File: src/rtl/mem_access_pkg.sv
// Shared encodings for the MEM-stage data RAM controller: request sizes,
// FSM states and the byte-lane masks used by loads and read-modify-write stores.
package mem_access_pkg;

  typedef enum logic [1:0] {
    SZ_BYTE = 2'b00,
    SZ_HALF = 2'b01,
    SZ_WORD = 2'b10,
    SZ_RSVD = 2'b11
  } size_t;

  typedef enum logic [2:0] {
    ST_IDLE  = 3'd0,
    ST_READ  = 3'd1,
    ST_RWAIT = 3'd2,
    ST_WRITE = 3'd3,
    ST_RESP  = 3'd4
  } state_t;

  localparam logic [3:0] LANES_BYTE = 4'b0001;
  localparam logic [3:0] LANES_HALF = 4'b0011;
  localparam logic [3:0] LANES_WORD = 4'b1111;

  // Little-endian lane mask touched by an access of the given size and offset.
  function automatic logic [3:0] lane_mask(input size_t sz, input logic [1:0] off);
    case (sz)
      SZ_BYTE: lane_mask = LANES_BYTE << off;
      SZ_HALF: lane_mask = off[1] ? (LANES_HALF << 2) : LANES_HALF;
      default: lane_mask = LANES_WORD;
    endcase
  endfunction

endpackage

File: src/rtl/mem_lane_align.sv
// Combinational lane steering: extracts/extends load data from a RAM word and
// merges right-justified store data into a RAM word for read-modify-write.
module mem_lane_align
  import mem_access_pkg::*;
(
  input  logic [31:0] word,
  input  logic [1:0]  offset,
  input  size_t       size,
  input  logic        is_signed,
  input  logic [31:0] wdata,
  output logic [31:0] load_data,
  output logic [31:0] merged_word
);

  logic [7:0]  byte_lane;
  logic [15:0] half_lane;
  logic [31:0] rep_data;
  logic [3:0]  mask;

  always_comb begin
    byte_lane = word[7:0];
    case (offset)
      2'd0: byte_lane = word[7:0];
      2'd1: byte_lane = word[15:8];
      2'd2: byte_lane = word[23:16];
      2'd3: byte_lane = word[31:24];
      default: byte_lane = word[7:0];
    endcase
  end

  assign half_lane = offset[1] ? word[31:16] : word[15:0];

  always_comb begin
    load_data = word;
    case (size)
      SZ_BYTE: load_data = {{24{is_signed & byte_lane[7]}}, byte_lane};
      SZ_HALF: load_data = {{16{is_signed & half_lane[15]}}, half_lane};
      default: load_data = word;
    endcase
  end

  // Replicating the store data across the word lets each lane pick from the same slot.
  always_comb begin
    rep_data = wdata;
    case (size)
      SZ_BYTE: rep_data = {4{wdata[7:0]}};
      SZ_HALF: rep_data = {2{wdata[15:0]}};
      default: rep_data = wdata;
    endcase
  end

  assign mask = lane_mask(size, offset);

  generate
    for (genvar gi = 0; gi < 4; gi++) begin : g_lane
      assign merged_word[8*gi +: 8] = mask[gi] ? rep_data[8*gi +: 8] : word[8*gi +: 8];
    end
  endgenerate

endmodule

File: src/rtl/mem_access_ctrl.sv
// MEM-stage load/store controller for a word-only RAM with 1-cycle registered
// read; handles byte/half/word accesses, sub-word RMW stores and error checks.
module mem_access_ctrl
  import mem_access_pkg::*;
#(
  parameter int ADDR_W = 11,
  parameter int DATA_W = 32
) (
  input  logic              clk,
  input  logic              rst,
  input  logic              req_valid,
  output logic              req_ready,
  input  logic              req_we,
  input  logic [1:0]        req_size,
  input  logic              req_signed,
  input  logic [31:0]       req_addr,
  input  logic [DATA_W-1:0] req_wdata,
  output logic              rsp_valid,
  output logic [DATA_W-1:0] rsp_rdata,
  output logic              rsp_err,
  output logic [ADDR_W-1:0] mem_addr,
  output logic [DATA_W-1:0] mem_wdata,
  input  logic [DATA_W-1:0] mem_rdata,
  output logic              mem_read,
  output logic              mem_write
);

  state_t            state_reg, state_next;
  size_t             req_sz;
  size_t             size_reg;
  logic              we_reg;
  logic              signed_reg;
  logic [ADDR_W+1:0] addr_reg;
  logic [DATA_W-1:0] wbuf_reg;
  logic [DATA_W-1:0] rdata_reg;
  logic              err_reg;
  logic              misalign;
  logic              out_of_range;
  logic              req_err;
  logic              accept;
  logic [DATA_W-1:0] load_data;
  logic [DATA_W-1:0] merged_word;

  assign req_sz = size_t'(req_size);

  always_comb begin
    misalign = 1'b0;
    case (req_sz)
      SZ_HALF: misalign = req_addr[0];
      SZ_WORD: misalign = |req_addr[1:0];
      SZ_RSVD: misalign = 1'b1;
      default: misalign = 1'b0;
    endcase
  end

  assign out_of_range = |req_addr[31:ADDR_W+2];
  assign req_err      = misalign | out_of_range;
  assign accept       = (state_reg == ST_IDLE) & req_valid;

  always_ff @(posedge clk) begin
    if (rst) state_reg <= ST_IDLE;
    else     state_reg <= state_next;
  end

  always_comb begin
    state_next = state_reg;
    case (state_reg)
      ST_IDLE: begin
        if (req_valid) begin
          if (req_err)                         state_next = ST_RESP;
          else if (req_we && req_sz == SZ_WORD) state_next = ST_WRITE;
          else                                 state_next = ST_READ;
        end
      end
      ST_READ:  state_next = ST_RWAIT;
      ST_RWAIT: state_next = we_reg ? ST_WRITE : ST_RESP;
      ST_WRITE: state_next = ST_RESP;
      ST_RESP:  state_next = ST_IDLE;
      default:  state_next = ST_IDLE;
    endcase
  end

  // RAM strobes are masked by rst so an in-flight write cannot land during reset.
  always_comb begin
    req_ready = (state_reg == ST_IDLE);
    mem_read  = (state_reg == ST_READ) & ~rst;
    mem_write = (state_reg == ST_WRITE) & ~rst;
    rsp_valid = (state_reg == ST_RESP);
  end

  always_ff @(posedge clk) begin
    if (rst) begin
      we_reg     <= 1'b0;
      size_reg   <= SZ_BYTE;
      signed_reg <= 1'b0;
      addr_reg   <= '0;
      wbuf_reg   <= '0;
      rdata_reg  <= '0;
      err_reg    <= 1'b0;
    end else if (accept) begin
      we_reg     <= req_we;
      size_reg   <= req_sz;
      signed_reg <= req_signed;
      addr_reg   <= req_addr[ADDR_W+1:0];
      wbuf_reg   <= req_wdata;
      rdata_reg  <= '0;
      err_reg    <= req_err;
    end else if (state_reg == ST_RWAIT) begin
      if (we_reg) wbuf_reg  <= merged_word;
      else        rdata_reg <= load_data;
    end
  end

  mem_lane_align u_align (
    .word        (mem_rdata),
    .offset      (addr_reg[1:0]),
    .size        (size_reg),
    .is_signed   (signed_reg),
    .wdata       (wbuf_reg),
    .load_data   (load_data),
    .merged_word (merged_word)
  );

  assign mem_addr  = addr_reg[ADDR_W+1:2];
  assign mem_wdata = wbuf_reg;
  assign rsp_rdata = rdata_reg;
  assign rsp_err   = err_reg;

endmodule
File: config.mk
export PLATFORM = sky130hd
export DESIGN_NAME = mem_access_ctrl
export DESIGN_NICKNAME = d
export VERILOG_FILES = /design/src/rtl/mem_access_pkg.sv /design/src/rtl/mem_lane_align.sv /design/src/rtl/mem_access_ctrl.sv
export SDC_FILE = /design/constraint.sdc
export NUM_CORES = 1
export LEC_CHECK = 0
export CORE_UTILIZATION = 41
export CTS_CLUSTER_SIZE = 8
export DETAILED_ROUTE_END_ITERATION = 10
export GPL_TIMING_DRIVEN = 0
export PLACE_DENSITY = 0.77
export SETUP_SLACK_MARGIN = 0.02
export SLEW_MARGIN = 20
export SYNTH_ARGS = -nofsm -noshare
export SYNTH_HDL_FRONTEND = slang
export SYNTH_HIERARCHICAL = 1
export SYNTH_SLANG_ARGS = --single-unit
File: constraint.sdc
create_clock -name clk -period 1.5 [get_ports clk]
set_input_delay 0.3 -clock clk [delete_from_list [all_inputs] [get_ports clk]]
set_output_delay 0.3 -clock clk [all_outputs]
set_load 0.01 [all_outputs]
# [Yosys cells after proc, flatten, opt, wreduce, memory -nomap -nowiden]
# Index checks and enable logic that the tools add are counted.
[word_totals] in_bits=103 regBits=85
[op_classes] eq_ne=17 shift=1 reduce_logical=14 n_mux=19 n_bitwise=8
[op_table] cell="32-bit one-hot mux with 2 select lines" count=2
[op_table] cell="32-bit two-way mux" count=3
[op_table] cell="8-bit two-way mux" count=4
[op_table] cell="8-bit one-hot mux with 4 select lines" count=1
[op_table] cell="19-bit OR reduction" count=1
[op_table] cell="16-bit two-way mux" count=1
[op_table] cell="3-bit one-hot mux with 4 select lines" count=1
[op_table] cell="3-bit two-way mux" count=3
[op_table] cell="3-bit AND reduction" count=3
[op_table] cell="2-bit == test, second input constant" count=4
[op_table] cell="4-bit != test, second input constant" count=2
[op_table] cell="4-bit one-hot mux with 2 select lines" count=1
[op_table] cell="2-bit by 1-bit == test with 1-bit output, second input constant" count=3
[op_table] cell="3-bit by 2-bit == test with 1-bit output, second input constant" count=2
[op_table] cell="3-bit != test, second input constant" count=2
[op_table] cell="1-bit bitwise AND" count=5
[op_table] cell="2-bit zero test" count=2
[op_table] cell="4-bit two-way mux" count=1
[op_table] cell="2-bit != test, second input constant" count=2
[op_table] cell="4-bit AND reduction" count=1
[op_table] cell="2-bit nonzero test" count=2
[op_table] cell="2-bit OR reduction" count=2
[op_table] cell="1-bit by 2-bit << shifter with 4-bit output, first input constant" count=1
[op_table] cell="3-bit by 1-bit == test with 1-bit output, second input constant" count=1
[op_table] cell="8 further kinds" count=9

# [Longest topological paths before layout]
[depth] depth_word=6 mapped_depth=8 ltp_nobuf=5

# [Cells and area by module]
# The synthesis kept the hierarchy.
[by_module_without_submodules] mod="mem_access_ctrl" n_inst=1 cells_per_inst=448 seq_area_each_um2=1701.6 area_each_um2=3538.4
[by_module_without_submodules] mod="mem_lane_align" n_inst=1 cells_per_inst=198 seq_area_each_um2=0.0 area_each_um2=1621.6

# [Least setup slack after synthesis]
# No wires, ideal clock.
[synth_timing] kind="reg-to-reg" startpoint="reg addr_reg[0]" endpoint="reg rdata_reg[13] (netlist: rsp_rdata[13])" t_required_ns=1.368 synth_period_minus_slack_ns=1.600 arrival_ns=1.467 path_slack_ns=-0.100 stages_incl_launch_ff=7 cell_sequence="dfxtp_1 mux2_2 a22oi_2 buf_6 o221ai_1 nand2_1 a21oi_1"
[synth_between] elab_chain_cells=4
[synth_rtl] item="start: declaration" line="mem_access_ctrl.sv:33" rtl="logic [ADDR_W+1:0] addr_reg;"
[synth_rtl] item="start signal: assignment" line="mem_access_ctrl.sv:104" rtl="addr_reg <= req_addr[ADDR_W+1:0];"
[synth_rtl] item="2-bit == test, or another cell as far along" line="mem_lane_align.sv:22" rtl="case (offset)"
[synth_rtl] item="8-bit one-hot mux with 4 select lines (*)" line="mem_lane_align.sv:22"
[synth_rtl] item="1-bit bitwise AND (*)" line="mem_lane_align.sv:36" rtl="SZ_BYTE: load_data = {{24{is_signed & byte_lane[7]}}, byte_lane};"
[synth_rtl] item="32-bit one-hot mux with 2 select lines (*)" line="mem_lane_align.sv:35" rtl="case (size)"
[synth_rtl] item="net load_data[13]" line="mem_access_ctrl.sv:41" rtl="logic [DATA_W-1:0] load_data;"
[synth_rtl] item="end signal: assignment" line="mem_access_ctrl.sv:110" rtl="else rdata_reg <= load_data;"
[synth_rtl] item="end: declaration" line="mem_access_ctrl.sv:35" rtl="logic [DATA_W-1:0] rdata_reg;"
# The timed path passes the listed nets; every way through them passes the cells marked *.
# A chain may end at the register's enable or synchronous reset.

# [Final worst setup path]
[layout_timing] startpoint="reg size_reg[0]" endpoint="reg wbuf_reg[26] (netlist: mem_wdata[26])"
[layout_between] elab_chain_cells=6
[layout_rtl] item="start: declaration" line="mem_access_ctrl.sv:30" rtl="size_t size_reg;"
[layout_rtl] item="start signal: assignment" line="mem_access_ctrl.sv:102" rtl="size_reg <= req_sz;"
[layout_rtl] item="2-bit by 1-bit == test with 1-bit output or 2-bit zero test (tied branches)" line="mem_access_pkg.sv:26, mem_lane_align.sv:45"
[layout_rtl] item="32-bit one-hot mux with 2 select lines or 4-bit one-hot mux with 2 select lines (tied branches)" line="mem_lane_align.sv:45, mem_access_pkg.sv:26"
[layout_rtl] item="8-bit two-way mux (*)" line="mem_lane_align.sv:56" rtl="assign merged_word[8*gi +: 8] = mask[gi] ? rep_data[8*gi +: 8] : word[8*gi +: 8];"
[layout_rtl] item="net merged_word[26]" line="mem_access_ctrl.sv:42" rtl="logic [DATA_W-1:0] merged_word;"
[layout_rtl] item="32-bit two-way mux (*)" line="mem_access_ctrl.sv:109" rtl="if (we_reg) wbuf_reg <= merged_word;"
[layout_rtl] item="32-bit two-way mux (*)" line="mem_access_ctrl.sv:108" rtl="end else if (state_reg == ST_RWAIT) begin"
[layout_rtl] item="32-bit two-way mux (*)" line="mem_access_ctrl.sv:100" rtl="end else if (accept) begin"
[layout_rtl] item="end signal: assignment" line="mem_access_ctrl.sv:105" rtl="wbuf_reg <= req_wdata;"
[layout_rtl] item="end signal: assignment" line="mem_access_ctrl.sv:109"
[layout_rtl] item="end: declaration" line="mem_access_ctrl.sv:34" rtl="logic [DATA_W-1:0] wbuf_reg;"
# The timed path passes the listed nets; every way through them passes the cells marked *. The select of a mux whose other input is x is not followed.

==> impl_metrics.env <==
export IMPL_synth_cell_types=50
export IMPL_setup_viol_count_final=65
export IMPL_drv_slew=0
export IMPL_wirelength_mm=19.57
export IMPL_avgSynthCellArea_um2=7.988
export IMPL_capturing_point_of_the_worst_reg2reg_path="mem_wdata[26]"
export IMPL_area_growth_syn_to_layout_pct=60.55
export IMPL_crit_path_max_fanout=10
export IMPL_floorplan_io_pins=183
export IMPL_drc_errors=0
export IMPL_drt_antenna_violating_nets=0
export IMPL_replace_congestion=0.9196
export IMPL_worstPathRequired_ns=1.70
export IMPL_timing_critical_path_from="size_reg[0]"
export IMPL_grt_remaining_overflow=0
export IMPL_die_y_um=114.2
export IMPL_die_w_um=114.2
export IMPL_pwr_density_cell_nw_per_um2=839.0
export IMPL_post_synth_top_area_fraction_pct=32.98
export IMPL_r2r_worst_path_cells=7
export IMPL_most_instantiated_flip_flop_cell_in_the_synthesis_netlist="sky130_fd_sc_hd__dfxtp_1"
export IMPL_final_instance_count_excl_fill=1034
export IMPL_first_global_vias=5686
export IMPL_cts_buffers=9
export IMPL_max_slew_margin_rel_pct=49.01
export IMPL_clkLatencyLatePin_ns=0.35
export IMPL_max_vdd_ir_drop_uv=506.6
export IMPL_hold_violations=0
export IMPL_path_common_cell="sky130_fd_sc_hd__buf_6"
export IMPL_diodes=0
export IMPL_netlist_top_cell_by_area="sky130_fd_sc_hd__dfxtp_1"
export IMPL_rsz0062_at_grt="yes"
export IMPL_layout_nets=964
export IMPL_crit_reg2reg_launch="size_reg[0]"
export IMPL_cts_root_buffer_cell="sky130_fd_sc_hd__clkbuf_16"
export IMPL_grt_max_degree=15
export IMPL_synth_area_um2=5160
export IMPL_cts_tree="done"
export IMPL_worstPathCellList="buf_6 -> buf_6 -> mux2i_1 -> o21ai_0 -> mux2_4 -> nand2_2 -> a311oi_2"
export IMPL_grt_total_usage_pct=29.88
export IMPL_ys_top_cells_by_area="sky130_fd_sc_hd__dfxtp_1, sky130_fd_sc_hd__nand2_1, sky130_fd_sc_hd__mux2_2, sky130_fd_sc_hd__a21oi_1, sky130_fd_sc_hd__mux2_4"
export IMPL_failed_checks="setup timing"
export IMPL_dp_worst_setup_slack_ns=-0.6995
export IMPL_max_clock_freq_mhz=604.2
export IMPL_floorplan_core_area_um2=12160
export IMPL_vias_per_cell=5.594
export IMPL_final_min_period_over_clock_period_pct=110.3
export IMPL_postSynthRegisterBits=85
export IMPL_slowest_library_cell_on_the_worst_path="sky130_fd_sc_hd__dfxtp_2"
export IMPL_dr_pass1_iters=5
export IMPL_layout_cells_most_common="sky130_fd_sc_hd__nand2_1"
export IMPL_critical_path_startpoint_type="flop"
export IMPL_postSynthNetCount=749
export IMPL_htree_levels=3
export IMPL_synth_edf_count=0
export IMPL_kind_of_end_point_of_the_critical_path="flop"
export IMPL_cts_num_sinks=85
export IMPL_layout_filler_cells=1040
export IMPL_power_leakage_uw=0.003446
export IMPL_hold_path_class="in -> reg"
export IMPL_place_port_buffers=181
export IMPL_grt_first_pass_wirelength_mm=29.77
export IMPL_timing_setup_tns_ns=-5.607
export IMPL_total_power_uw=6950
export IMPL_total_placed_cells_including_tap_cells=995
export IMPL_synth_async_reset_ratio_pct=0
export IMPL_timing_setup_critical_path_class="reg -> reg"
export IMPL_worst_ep_arrival_time_ns=1.85
export IMPL_grt_antenna_before_repair=0
export IMPL_period_minus_slack_ns=1.655
export IMPL_crit_path_max_incr_delay_ns=0.33
export IMPL_syn_inst=646
export IMPL_detailroute_via_count=5784
export IMPL_setup_ws_ns=-0.1550
export IMPL_worst_setup_hold_path_clk_slew_ns=0.07
export IMPL_rows=40
export IMPL_cts_path_max_buffers=2
export IMPL_max_slew_worst_pin_slew_ns=0.7648
export IMPL_share_of_the_yosys_chip_area_belonging_to_registers_pct=32.98
export IMPL_setup_worst_path_end="mem_wdata[26]"
export IMPL_drt_initial_drc_count=443
export IMPL_mostFrequentLayoutCells="sky130_fd_sc_hd__nand2_1, sky130_fd_sc_hd__clkdlybuf4s50_1, sky130_fd_sc_hd__dlygate4sd2_1, sky130_fd_sc_hd__dfxtp_1, sky130_fd_sc_hd__mux2_4"
export IMPL_drv_cap=0
export IMPL_drt_wirelength_per_cell_um=18.93
export IMPL_r2r_slack_ns=-0.16
export IMPL_hpwl_mm=14.09
export IMPL_run_status="finished with violations"
export IMPL_finalHoldWorstSlack_ns=0.2868
export IMPL_floorplan_initialDensity_pct=42.43
export IMPL_worst_clock_skew_ns=0.004396
export IMPL_drive_gt1_share_pct=32.10
export IMPL_post_cts_hold_buffer_count=0
export IMPL_die_area_um2=13040
export IMPL_yosys_warnings=6
area by class of cell:
cell class	instances	area, µm²	area share (%)
multi-input cells	489	3506	42.32
repair buffers	206	1927	23.26
flip-flops and latches	85	1742	21.02
plain buffers	65	566.8	6.842
clock buffers	11	252.7	3.051
well taps	168	210.2	2.537
clock inverters	5	58.81	0.7099
inverters	5	21.27	0.2568
timing repair:
item,in CTS,in global routing
resized for setup,215,77
gates cloned,3,0
hold endpoints to repair,0,0
endpoints found under the setup margin,161,86
setup buffers,16,6
pin swaps,21,25
worst max-delay path: cells and delay by family, from the launching register on:
kind,cells,cell delay (ns)
muxes,2,0.57
and+or+nand+nor,1,0.07
AOI/OAI and AO/OA,2,0.21
DFF,1,0.33
buffers and inverters,2,0.32
synth_stat cells (all sizes together) (2+ instances only):
cell / count
dfxtp: 85
or2: 2
nand2: 199
mux2: 51
buf: 47
a21boi: 3
nor2: 43
a21o: 3
o221ai: 7
clkbuf: 20
nor4: 4
a21oi: 52
o22a: 2
nand2b: 5
inv: 5
o21ai: 11
a22oi: 9
nor2b: 3
nor3: 6
nand4: 2
a221o: 5
mux2i: 17
a311oi: 32
o211ai: 17
and2: 4
and3: 3
metal layers:
layer  wire, µm  GRT usage (%)  up-vias  part of all wire (%)
li1           -              -     2685                     -
met2       9302          51.07      316                    48
met3       1800          5.823       41                   9.2
met1       7875          36.77     2742                    40
met4        591          12.21        0                   3.0
met5          0              0        -                     0
where the power goes:
group          internal, µW  switching, µW
Combinational          1100            987
Sequential             2370            130
Clock                  1380            974
Total                  4860           2090
how the worst min path moves through the flow:
stage,from,to,slack [ns],depth (start not counted)
after floorplan,req_addr[0],addr_reg[0],0.43,2
final,rst,mem_wdata[18],0.29,2
after global placement,addr_reg[4],addr_reg[4],0.44,2
after global routing,rst,mem_wdata[18],0.31,2
after detailed placement,addr_reg[1],addr_reg[1],0.45,2
after CTS,rst,mem_wdata[18],0.28,2
stage by stage:
stage	instance area, µm²	utilization, %
2_1_floorplan	5275	-
3_3_place_gp	7297	60.00
3_5_place_dp	7297	60.00
4_1_cts	7980	65.62
5_1_grt	8284	68.12
6_report	8284	68.12
kinds of logic (layout without fill, tap and decap cells):
group / after synthesis / in the layout / synth area share, %
buffers and inverters: 72 / 292 / 8.196
and+or+nand+nor: 274 / 274 / 21.92
muxes: 68 / 68 / 15.59
AOI/OAI and AO/OA: 147 / 147 / 21.31
DFF: 85 / 85 / 32.98
(Power assumes the default switching activity.)
